## config.mk

```make
export PLATFORM = sky130hd
export DESIGN_NAME = logic_pipe_unit_flat
export DESIGN_NICKNAME = d
export VERILOG_FILES = /design/src/rtl/logic_pipe_unit_if.sv /design/src/rtl/logic_pipe_unit.sv /design/src/flat_wrapper.sv
export SDC_FILE = /design/constraint.sdc
export NUM_CORES = 1
export LEC_CHECK = 0
export CAP_MARGIN = 30
export CORE_UTILIZATION = 50
export DETAILED_ROUTE_END_ITERATION = 16
export PLACE_DENSITY_LB_ADDON = 0.2
export SYNTH_ARGS = -nofsm -noshare
export SYNTH_HDL_FRONTEND = slang
export SYNTH_SLANG_ARGS = --single-unit
```

## constraint.sdc

```tcl
create_clock -name clk -period 3.39 [get_ports clk]
set_input_delay 0.678 -clock clk [delete_from_list [all_inputs] [get_ports clk]]
set_output_delay 0.678 -clock clk [all_outputs]
set_load 0.005 [all_outputs]
```

## src/rtl/logic_pipe_unit_if.sv

```systemverilog
// Handshake bus of the logic pipe unit: the input operands with their
// valid/ready pair, the result outputs with theirs, and the transaction
// counter with its clear.
interface logic_pipe_unit_if #(
   parameter int WIDTH = 8,
   parameter int CNT_W = 16
);
   localparam int ONES_W = $clog2(WIDTH + 1);

   logic              in_valid;
   logic              in_ready;
   logic [WIDTH-1:0]  a;
   logic [WIDTH-1:0]  b;
   logic [WIDTH-1:0]  c;
   logic [1:0]        op;
   logic              out_valid;
   logic              out_ready;
   logic [WIDTH-1:0]  x;
   logic [WIDTH-1:0]  y;
   logic [ONES_W-1:0] x_ones;
   logic              clr_count;
   logic [CNT_W-1:0]  txn_count;

   // The source/sink side: drives operands, output backpressure and the clear
   modport master (
      output in_valid, a, b, c, op, out_ready, clr_count,
      input  in_ready, out_valid, x, y, x_ones, txn_count
   );

   // The unit side
   modport slave (
      input  in_valid, a, b, c, op, out_ready, clr_count,
      output in_ready, out_valid, x, y, x_ones, txn_count
   );
endinterface

```

## src/rtl/logic_pipe_unit.sv

```systemverilog
// Two-stage pipelined bitwise logic/arithmetic evaluator over operands
// a, b, c. Stage 1 holds the selected function results x/y, stage 2 holds
// x, y and the popcount of x and drives the outputs. Both stages stall
// independently so up to two items are buffered under backpressure, and a
// saturating counter tracks completed output handshakes.
module logic_pipe_unit #(
   parameter int WIDTH = 8,
   parameter int CNT_W = 16
) (
   input logic          clk,
   input logic          rst_n,
   logic_pipe_unit_if.slave bus
);
   localparam int ONES_W = $clog2(WIDTH + 1);
   localparam logic [CNT_W-1:0] CNT_MAX = '1;

   logic              w_adv1;
   logic              w_adv2;
   logic              w_outFire;
   logic [WIDTH:0]    w_sum;
   logic [WIDTH-1:0]  w_fnX;
   logic [WIDTH-1:0]  w_fnY;
   logic [ONES_W-1:0] w_s1Ones;

   logic              r_s1Valid;
   logic [WIDTH-1:0]  r_s1X;
   logic [WIDTH-1:0]  r_s1Y;
   logic              r_s2Valid;
   logic [WIDTH-1:0]  r_s2X;
   logic [WIDTH-1:0]  r_s2Y;
   logic [ONES_W-1:0] r_s2Ones;
   logic [CNT_W-1:0]  r_txnCount;

   // A stage may load when it is empty or its contents move on this cycle;
   // out_ready -> in_ready is the only combinational path through the unit.
   assign w_adv2    = ~r_s2Valid | bus.out_ready;
   assign w_adv1    = ~r_s1Valid | w_adv2;
   assign w_outFire = r_s2Valid & bus.out_ready;

   // Carry-in is only the low bit of c; the upper c bits play no part in op 3
   assign w_sum = {1'b0, bus.a} + {1'b0, bus.b} + {{WIDTH{1'b0}}, bus.c[0]};

   // Function select on the incoming operands
   always_comb begin
      w_fnX = '0;
      w_fnY = '0;
      case (bus.op)
         2'd0: begin
            w_fnX = ~bus.c ^ (bus.a | bus.b);
            w_fnY = bus.a & bus.b;
         end
         2'd1: begin
            w_fnX = bus.a ^ bus.b ^ bus.c;
            w_fnY = (bus.a & bus.b) | (bus.a & bus.c) | (bus.b & bus.c);
         end
         2'd2: begin
            w_fnX = (bus.a & ~bus.c) | (bus.b & bus.c);
            w_fnY = bus.a | bus.b;
         end
         default: begin
            w_fnX = w_sum[WIDTH-1:0];
            w_fnY = {{(WIDTH-1){1'b0}}, w_sum[WIDTH]};
         end
      endcase
   end

   // Popcount of the stage-1 x, captured alongside it into stage 2
   always_comb begin
      w_s1Ones = '0;
      for (int i = 0; i < WIDTH; i++) begin
         w_s1Ones = w_s1Ones + ONES_W'(r_s1X[i]);
      end
   end

   // Stage 1: capture function results when an input is accepted
   always_ff @(posedge clk) begin
      if (!rst_n) begin
         r_s1Valid <= 1'b0;
         r_s1X     <= '0;
         r_s1Y     <= '0;
      end else if (w_adv1) begin
         r_s1Valid <= bus.in_valid;
         if (bus.in_valid) begin
            r_s1X <= w_fnX;
            r_s1Y <= w_fnY;
         end
      end
   end

   // Stage 2: output register, holds steady while the sink stalls
   always_ff @(posedge clk) begin
      if (!rst_n) begin
         r_s2Valid <= 1'b0;
         r_s2X     <= '0;
         r_s2Y     <= '0;
         r_s2Ones  <= '0;
      end else if (w_adv2) begin
         r_s2Valid <= r_s1Valid;
         if (r_s1Valid) begin
            r_s2X    <= r_s1X;
            r_s2Y    <= r_s1Y;
            r_s2Ones <= w_s1Ones;
         end
      end
   end

   // Completed-handshake counter; clear takes priority, then saturate
   always_ff @(posedge clk) begin
      if (!rst_n) begin
         r_txnCount <= '0;
      end else if (bus.clr_count) begin
         r_txnCount <= '0;
      end else if (w_outFire && (r_txnCount != CNT_MAX)) begin
         r_txnCount <= r_txnCount + 1'b1;
      end
   end

   assign bus.in_ready  = w_adv1;
   assign bus.out_valid = r_s2Valid;
   assign bus.x         = r_s2X;
   assign bus.y         = r_s2Y;
   assign bus.x_ones    = r_s2Ones;
   assign bus.txn_count = r_txnCount;
endmodule

```

## src/flat_wrapper.sv

```systemverilog
// flat-port wrapper written by rule: the top's interface ports become plain ports
module logic_pipe_unit_flat 
#(
   parameter int WIDTH = 8,
   parameter int CNT_W = 16
)
  (clk, rst_n, bus_in_valid, bus_a, bus_b, bus_c, bus_op, bus_out_ready, bus_clr_count, bus_in_ready, bus_out_valid, bus_x, bus_y, bus_x_ones, bus_txn_count);
  logic_pipe_unit_if #(.WIDTH(WIDTH), .CNT_W(CNT_W)) bus_i ();
  input logic clk;
  input logic rst_n;
  input wire logic [$bits(bus_i.in_valid)-1:0] bus_in_valid;
  input wire logic [$bits(bus_i.a)-1:0] bus_a;
  input wire logic [$bits(bus_i.b)-1:0] bus_b;
  input wire logic [$bits(bus_i.c)-1:0] bus_c;
  input wire logic [$bits(bus_i.op)-1:0] bus_op;
  input wire logic [$bits(bus_i.out_ready)-1:0] bus_out_ready;
  input wire logic [$bits(bus_i.clr_count)-1:0] bus_clr_count;
  output wire logic [$bits(bus_i.in_ready)-1:0] bus_in_ready;
  output wire logic [$bits(bus_i.out_valid)-1:0] bus_out_valid;
  output wire logic [$bits(bus_i.x)-1:0] bus_x;
  output wire logic [$bits(bus_i.y)-1:0] bus_y;
  output wire logic [$bits(bus_i.x_ones)-1:0] bus_x_ones;
  output wire logic [$bits(bus_i.txn_count)-1:0] bus_txn_count;
  assign bus_i.in_valid = bus_in_valid;
  assign bus_i.a = bus_a;
  assign bus_i.b = bus_b;
  assign bus_i.c = bus_c;
  assign bus_i.op = bus_op;
  assign bus_i.out_ready = bus_out_ready;
  assign bus_i.clr_count = bus_clr_count;
  assign bus_in_ready = bus_i.in_ready;
  assign bus_out_valid = bus_i.out_valid;
  assign bus_x = bus_i.x;
  assign bus_y = bus_i.y;
  assign bus_x_ones = bus_i.x_ones;
  assign bus_txn_count = bus_i.txn_count;
  logic_pipe_unit #(.WIDTH(WIDTH), .CNT_W(CNT_W)) u_core (.clk(clk), .rst_n(rst_n), .bus(bus_i));
endmodule
```

Word-level counts from Yosys, hierarchy flattened
Cells that the tools add are included.
{"block": "word_totals", "wordCells": 46, "output_inout_bits": 38, "regBits": 54}
{"block": "op_classes", "mux": 2, "bitwise": 18, "n_eq_ne": 3, "n_addsub": 10, "reduce_logical": 5}
{"operator": "8-bit one-hot mux with 3 select lines", "count": 2}
{"operator": "8-bit bitwise AND", "count": 4}
{"operator": "8-bit bitwise OR", "count": 4}
{"operator": "4-bit by 1-bit adder with 4-bit output", "count": 6}
{"operator": "8-bit bitwise XOR", "count": 3}
{"operator": "16-bit by 1-bit adder with 16-bit output, second input constant", "count": 1}
{"operator": "16-bit inequality test, second input constant", "count": 1}
{"operator": "8-bit by 8-bit adder with 9-bit output", "count": 1}
{"operator": "9-bit by 1-bit adder with 9-bit output", "count": 1}
{"operator": "8-bit NOT", "count": 1}
{"operator": "2-bit AND reduction", "count": 2}
{"operator": "1-bit NOT", "count": 3}
{"operator": "1-bit by 1-bit adder with 2-bit output", "count": 1}
{"operator": "2-bit by 1-bit == test with 1-bit output, second input constant", "count": 1}
{"operator": "2-bit == test, second input constant", "count": 1}
{"operator": "2-bit zero test", "count": 1}
{"operator": "1-bit bitwise OR", "count": 2}
{"operator": "2-bit OR reduction", "count": 1}
{"operator": "1-bit bitwise AND", "count": 1}
{"operator": "1-bit logical AND", "count": 1}

Longest topological paths before layout
Gate-level depths: netlist of the first run.
{"block": "depth", "word_depth": 7, "ltp_mapped": 10, "mapped_depth_nobuf": 10}

Least setup slack after synthesis of the first run
OpenSTA, ideal clock, no wires.
{"block": "synth_path", "path_type": "input to register", "start": "input port bus_c[0]", "end": "register u_core.r_s1Y[0]", "required_time_ns": 3.265, "slack_ns": 0.642, "t_arrival_ns": 2.623, "n_path_buf": 0, "cell_stages": 7, "path_cell_list": "fa_1 fa_1 a211o_1 a21o_1 o311a_1 o311ai_1 a21boi_1"}
{"block": "synth_between", "elab_chain_cells": 4, "elab_cells_between_ends": 6}
{"item": "start: declaration", "line": "flat_wrapper.sv:14", "rtl": "input wire logic [$bits(bus_i.c)-1:0] bus_c;"}
{"item": "branches (longest 3 deep; another with 9-bit by 1-bit adder with 9-bit output)"}
{"item": "8-bit one-hot mux with 3 select lines (*)", "line": "logic_pipe_unit.sv:47", "rtl": "case (bus.op)"}
{"item": "end signal: assignment", "line": "logic_pipe_unit.sv:85", "rtl": "r_s1Y <= w_fnY;"}
{"item": "end: declaration", "line": "logic_pipe_unit.sv:27", "rtl": "logic [WIDTH-1:0] r_s1Y;"}
Every way passes the cells marked *.
A chain may end at the register's enable or synchronous reset.

Worst setup path after layout of the first run
{"block": "layout_path", "start": "input port bus_b[0]", "end": "register u_core.r_s1Y[0]"}
{"block": "layout_between", "elab_chain_cells": 4, "elab_cells_between_ends": 8}
{"item": "start: declaration", "line": "flat_wrapper.sv:13", "rtl": "input wire logic [$bits(bus_i.b)-1:0] bus_b;"}
{"item": "branches (longest 3 deep; another with 8-bit by 8-bit adder with 9-bit output)"}
{"item": "8-bit one-hot mux with 3 select lines (*)", "line": "logic_pipe_unit.sv:47"}
Marks and branches as above.

==> results of run 1 <==
## cell usage in the layout, fill, tap and decap left out, drive strengths merged, types with 3 or more instances in the layout
cell           netlist  routed
dfxtp               54      54
o211a               10      10
clkbuf              12       6
a21oi               18      18
nand4                5       5
o221ai               7       7
nand3                7       7
a211oi               5       5
xnor2                6       6
clkdlybuf4s50        0      68
nor2                25      25
nand2               56      56
nor2b                4       4
ha                  20      20
fa                  13      13
o21ai               20      20
and4                 4       4
mux2i               17      17
buf                  5       7
a21boi              21      21
and2                 3       3
xor2                16      16
a21o                 3       3
o22ai                3       3
inv                 33      33
## worst min-delay path, stage by stage, from the launching register on
cell      delay, ns
dfxtp_1        0.32
nand2_1        0.04
a21boi_0       0.06
## kinds of logic (layout without fill, tap and decap cells)
| kind of cell | after synthesis | in the layout |
|---|---|---|
| xor+xnor | 22 | 22 |
| fa+ha+maj | 33 | 33 |
| simple gates | 118 | 118 |
| flops | 54 | 54 |
| buf+inv | 50 | 116 |
| mux | 19 | 19 |
| compound gates | 102 | 102 |
## area by class of cell
cell class | instances | area (sq um)
flip-flops and latches | 54 | 1080
well taps | 77 | 96.3
fillers | 563 | 2200
clock inverters | 2 | 37.5
repair buffers | 75 | 733
clock buffers | 6 | 72.6
inverters | 33 | 124
multi-input cells | 294 | 2190
## routing by layer
layer,up-vias,share of wire (%)
li1,1516,-
met3,8,4.0
met2,70,45
met1,1429,49
met5,-,0
met4,0,1.5
## state kept, by name, summed over array words and instances (netlist names)
signal                cells
u_core.r_s1X              8
u_core.r_s1Y              8
u_core.bus.x_ones         4
u_core.bus.x              8
u_core.bus.txn_count     16
u_core.bus.y              8
u_core.bus.out_valid      1
u_core.r_s1Valid          1
## worst max-delay path by stage
stage	startpoint	endpoint	slack, ns	cells after the start
6_report	bus_b[0]	u_core.r_s1Y[0]$_SDFFE_PN0P_	0.35	8
5_1_grt	bus_b[0]	u_core.r_s1Y[0]$_SDFFE_PN0P_	0.20	8
4_1_cts	bus_b[0]	u_core.r_s1Y[0]$_SDFFE_PN0P_	0.39	8
3_5_place_dp	bus_b[0]	u_core.r_s1Y[0]$_SDFFE_PN0P_	0.06	8
3_3_place_gp	bus_b[0]	u_core.r_s1Y[0]$_SDFFE_PN0P_	0.13	8
2_1_floorplan	bus_c[0]	u_core.r_s1Y[0]$_SDFFE_PN0P_	0.64	7
## stage by stage
| stage | power, W | setup slack [ns] |
|---|---|---|
| after floorplan | 0.000903 | 0.642 |
| after global placement | 0.00103 | 0.129 |
| after detailed placement | 0.00104 | 0.0601 |
| after CTS | 0.00146 | 0.387 |
| after global routing | 0.00153 | 0.201 |
| final | 0.00145 | 0.346 |
## power groups by stage
| stage | Sequential, W | Clock (W) | Combinational [W] |
|---|---|---|---|
| finish | 0.000681 | 0.000423 | 0.000345 |
| floorplan | 0.000691 | 0 | 0.000212 |
| global route | 0.000684 | 0.000456 | 0.000392 |
| detailed placement | 0.000695 | 0 | 0.000343 |
| CTS | 0.000681 | 0.000428 | 0.000346 |
| global placement | 0.000695 | 0 | 0.000334 |
==> results.yml, run 1 <==
power:
  seqPwrFrac_pct: 47.0
  share_comb_of_total_power_pct: 23.8
  p_leak_nw: 1.80
  p_sw_w: 0.000398
  p_int_w: 0.00105
  p_sw_share_pct: 27.5
  powerDensity_nw_per_um2: 334
  clockPowerShare_pct: 29.2
  peakVddDrop_mv: 0.270
drt:
  wirelength_microns: 7630
  vias: 3023
  first_pass_iters: 4
  drc: 0
  drt_iter0_drc: 98
  ant_nets: 0
  wl_per_cell_microns: 14.1
  avgViaCountPerCell: 5.59
synthesis:
  synth_mux_area_share_pct: 6.21
  yosys-top-cells-area: "dfxtp_1 (31%), fa_1 (7.5%), ha_1 (7.2%), nand2_1 (6.0%), mux2i_1 (4.9%)"
  synth_compound_area_share_pct: 20.6
  synth_top_cells_by_count: "nand2_1 (55), dfxtp_1 (54), inv_1 (32)"
  synth_simple_gate_area_share_pct: 16.0
  synth_cell_types: 53
  syn_nets: 462
  syn_inst: 398
  synth_edf_count: 0
  synth.most_common_cell: "nand2_1"
  yosys.area.top_type: "dfxtp_1"
  ys_seq_elements: 54
  synth_top_family_by_area: "compound AO/OA/AOI/OAI gates"
  synth_top_area_share_pct: 31.2
  yosysWarnings: 0
  synthFlopType: "dfxtp_1"
  ys_seq_area_share_pct: 31.2
  ys_async_sr_fraction_pct: 0
  synth_area_sq_um: 3460
  synth.avg_cell_area_sq_um: 8.70
  synthAdderAreaFrac_pct: 14.7
  synth-xor-area-share_pct: 5.56
placement:
  gp_congestion: 0.870
  dpl-instance-area_sq_um: 4220
  port_buffers: 68
  dp.cells: 533
  dp_hpwl_microns: 5940
clock_network:
  clk_pin_slew_ns: 0.09
  cts_repair_resize_count: 0
  cts_buffer_depth: 2
  post_cts_buffers: 0
  clock_latency_ns: 0.30
  cts_buffers: 5
  h-tree-depth: 2
  cts_tree: "built"
  cts_hold_buf: 0
  cts_root_buffer: "clkbuf_8"
  clock_sinks: 54
timing:
  tns_ns: 0
  period_needed_ns: 3.04
  fmax_mhz: 328
  hold_viol: 0
  rsz0062_at_grt: "false"
  worst_pin_slew_ns: 0.793
  worst_hold_slack_ns: 0.467
  timing.final.crit_share_pct: 89.8
  clock_skew_ns: 0.0123
  setup_violations: 0
  maxSlewHeadroom_pct: 47.1
  finalMaxSlewViolations: 0
die:
  die-area_sq_um: 7260
  initial_utilization_pct: 53.0
  core-area_sq_um: 6530
  io_pins: 69
  num_rows: 29
  fp.dieH_microns: 85.2
  dieWidth_microns: 85.2
setup_path:
  reg2regPathDepth: 9
  ff2ff_setup_slack_ns: 0.52
  path_max_fanout: 4
  r2r_start: "u_core.r_s1X[0]$_SDFFE_PN0P_"
  crit_path_end_kind: "flip-flop"
  critPathBufInv: 1
  crit_path_start_kind: "input port"
  slowest_delay_ns: 0.50
  cp_slowest_cell: "clkdlybuf4s50_1"
  cp.arrival_ns: 3.24
  crit_required_ns: 3.58
  path_common_cell: "fa_1"
  reg2reg_to: "u_core.bus.x_ones[2]$_SDFFE_PN0P_"
  critPathTopFamily: "compound AO/OA/AOI/OAI gates"
  crit_chain: "clkdlybuf4s50_1, fa_1, fa_1, a211o_1, a21o_1, o311a_1, o311ai_1, a21boi_1"
  worstSetupPathType: "input port to flip-flop"
min_path:
  hold_class: "flip-flop to flip-flop"
  hold_depth: 2
  min_to: "u_core.bus.y[7]$_SDFFE_PN0P_"
  holdCritStartpoint: "u_core.bus.y[7]$_SDFFE_PN0P_"
global_route:
  grt_use_met2_pct: 35.9
  grt_max_degree: 35
  antenna_found_initial: 0
  grt_pass1_vias: 2879
  grt_pass1_wl_microns: 13300
  overflow: 0
  grtUsageMet1_pct: 31.9
  use_met3_pct: 3.70
  grtUsageTotal_pct: 22.6
  busiest_layer: "met2"
layout:
  final_nets: 527
  fin_util_pct: 66.3
  diodes: 0
  drive_above_1_share_pct: 4.31
  fin_cells: 541
  design_area_sq_um: 4330
  area_growth_pct: 25.1
flow_run:
  maxCapViolations: 0
run_status:
  outcome: "finished, final reports clean"
Note: power is estimated with default switching activity, not from simulation.
==> run 2: changes to the inputs <==
--- a/config.mk
+++ b/config.mk
@@ -9,6 +9,7 @@
 export CORE_UTILIZATION = 50
 export DETAILED_ROUTE_END_ITERATION = 16
 export PLACE_DENSITY_LB_ADDON = 0.2
+export SLEW_MARGIN = 10
 export SYNTH_ARGS = -nofsm -noshare
 export SYNTH_HDL_FRONTEND = slang
 export SYNTH_SLANG_ARGS = --single-unit
==> results of run 2 <==
Final layout, timing and power as in run 1 (identical DEF).
==> run 3: changes to the inputs <==
--- a/config.mk
+++ b/config.mk
@@ -5,8 +5,10 @@
 export SDC_FILE = /design/constraint.sdc
 export NUM_CORES = 1
 export LEC_CHECK = 0
+export ABC_AREA = 1
 export CAP_MARGIN = 30
 export CORE_UTILIZATION = 50
+export CTS_CLUSTER_DIAMETER = 50
 export DETAILED_ROUTE_END_ITERATION = 16
 export PLACE_DENSITY_LB_ADDON = 0.2
 export SLEW_MARGIN = 10
==> run 3 against run 2 <==
Die area grew 2.3%. Register-to-register slack better by 0.06 ns. Global-route usage grew 0.52 points. Sequential power increased by 0.6%. Critical endpoint is now u_core.bus.x_ones[2]$_SDFFE_PN0P_.
==> results.yml, run 3 <==
global_route:
  overflow: 0
  antenna_found_initial: 0
  grt_pass1_vias: 3143
  grt_max_degree: 26
  grt_pass1_wl_microns: 13900
  grtUsageTotal_pct: 23.2
layout:
  nFillCells: 648
  drive_above_1_share_pct: 5.01
  largest_reg_flops: 16
  diodes: 0
  final_cell_mix: "nand2_1 (146), clkdlybuf4s50_1 (68), inv_1 (56)"
  fin_cells: 675
  final_common_cell: "nand2_1"
  area_growth_pct: 24.3
  design_area_sq_um: 4410
  final_nets: 642
synthesis:
  synth_area_sq_um: 3550
  yosys.area.top_type: "dfxtp_1"
  ys_seq_elements: 54
  syn_inst: 512
  yosys-top-cells-area: "dfxtp_1 (30%), nand2_1 (15%), fa_1 (7.3%), ha_1 (7.1%), a21oi_1 (6.6%)"
  synth.most_common_cell: "nand2_1"
  synth.avg_cell_area_sq_um: 6.93
  syn_nets: 576
  synth_cell_types: 26
  ys_seq_area_share_pct: 30.5
  yosysWarnings: 0
  synth_top_cells_by_count: "nand2_1 (146), inv_1 (56), dfxtp_1 (54)"
  ys_async_sr_fraction_pct: 0
  synth_edf_count: 0
  synthFlopType: "dfxtp_1"
  synth_top_area_share_pct: 30.5
setup_path:
  crit_required_ns: 3.58
  worstSetupPathType: "flip-flop to flip-flop"
  crit_path_start_kind: "flip-flop"
  path_max_fanout: 3
  cp.arrival_ns: 3.00
  crit_path_end_kind: "flip-flop"
power:
  powerDensity_nw_per_um2: 321
  peakVddDrop_mv: 0.238
  p_leak_nw: 1.82
timing:
  tns_ns: 0
  finalMaxSlewViolations: 0
  clock_skew_ns: 0.0189
  rsz0062_at_grt: "false"
  worst_pin_slew_ns: 0.594
  timing.final.crit_share_pct: 82.9
  maxSlewHeadroom_pct: 60.4
  fmax_mhz: 356
  hold_viol: 0
  setup_violations: 0
  period_needed_ns: 2.81
placement:
  dp.cells: 667
  dpl-instance-area_sq_um: 4310
  dp_hpwl_microns: 6460
  port_buffers: 68
  gp_congestion: 0.966
drt:
  met1Wirelength_microns: 3830
  ant_nets: 0
  wl_per_cell_microns: 12.2
  vias: 3452
  wirelength_microns: 8260
  drt_iter0_drc: 211
  wl_met3_microns: 368
  first_pass_iters: 5
  avgViaCountPerCell: 5.11
  drc: 0
  wl_met2_microns: 3920
  maxUsedRoutingLayer: "met4"
die:
  die-area_sq_um: 7430
  fp.dieH_microns: 86.2
  core-area_sq_um: 6830
  initial_utilization_pct: 51.9
  num_rows: 30
  io_pins: 69
  dieWidth_microns: 86.2
clock_network:
  cts_tree: "built"
  cts_hold_buf: 0
  cts_repair_resize_count: 0
  clock_sinks: 54
  cts_buffers: 5
  clk_pin_slew_ns: 0.11
  post_cts_buffers: 0
  cts_root_buffer: "clkbuf_8"
  clock_latency_ns: 0.32
  h-tree-depth: 2
  cts_buffer_depth: 2
min_path:
  hold_class: "flip-flop to flip-flop"
flow_run:
  maxCapViolations: 0
run_status:
  outcome: "finished, final reports clean"
[run 3: stage by stage]
| step | utilization [%] | hold WS, ns | setup WS, ns | power, W |
|---|---|---|---|---|
| CTS | 64.5 | 0.469 | 0.572 | 0.00143 |
| detailed placement | 63.1 | 0.454 | 0.591 | 0.00105 |
| finish | 64.5 | 0.467 | 0.579 | 0.00142 |
| floorplan | - | 0.441 | 0.760 | 0.000902 |
| global placement | 63.1 | 0.449 | 0.659 | 0.00104 |
| global route | 64.5 | 0.484 | 0.497 | 0.00150 |
[run 3: final timing paths]
check / cells after the start / endpoint / slack (ns) / from
max: 8 / u_core.bus.x_ones[2]$_SDFFE_PN0P_ / 0.58 / u_core.r_s1X[0]$_SDFFE_PN0P_
min: 2 / u_core.r_s1Y[4]$_SDFFE_PN0P_ / 0.47 / u_core.r_s1Y[4]$_SDFFE_PN0P_
max reg2reg: 8 / u_core.bus.x_ones[2]$_SDFFE_PN0P_ / 0.58 / u_core.r_s1X[0]$_SDFFE_PN0P_
min reg2reg: 2 / u_core.r_s1Y[4]$_SDFFE_PN0P_ / 0.47 / u_core.r_s1Y[4]$_SDFFE_PN0P_
[run 3: power by group]
group	switching (W)	leakage (nW)	internal, W
logic	0.000188	1.33	0.000161
registers	0.0000172	0.442	0.000667
clock network	0.000230	0.0502	0.000154
total	0.000436	1.82	0.000982
[run 3: routing by layer]
metal  vias up  global-route usage (%)
li1       1780                       -
met1      1573                    30.1
met2        85                    39.8
met3        14                    3.33
met4         0                    7.27
met5         -                       0
[run 3: area by class of cell]
type	instances	area, sq um	area share, %
clock buffers	5	68.8	1.56
inverters	57	214	4.85
flip-flops and latches	54	1080	24.5
multi-input cells	387	2180	49.4
clock inverters	3	28.8	0.653
repair buffers	73	718	16.3
well taps	96	120	2.72
[run 3: worst max-delay path: stages, from the launching register on]
cell	delay [ns]
dfxtp_1	0.35
ha_1	0.27
inv_1	0.04
fa_1	0.50
fa_1	0.43
fa_1	0.42
fa_1	0.41
xor2_1	0.19
a21oi_1	0.08
[run 3: logic make-up after synthesis]
group	Yosys count	share of synthesized area, %
simple gates	242	28.4
buf+inv	71	8.08
xor+xnor	11	2.72
flops	54	30.5
compound gates	101	15.9
fa+ha+maj	33	14.4
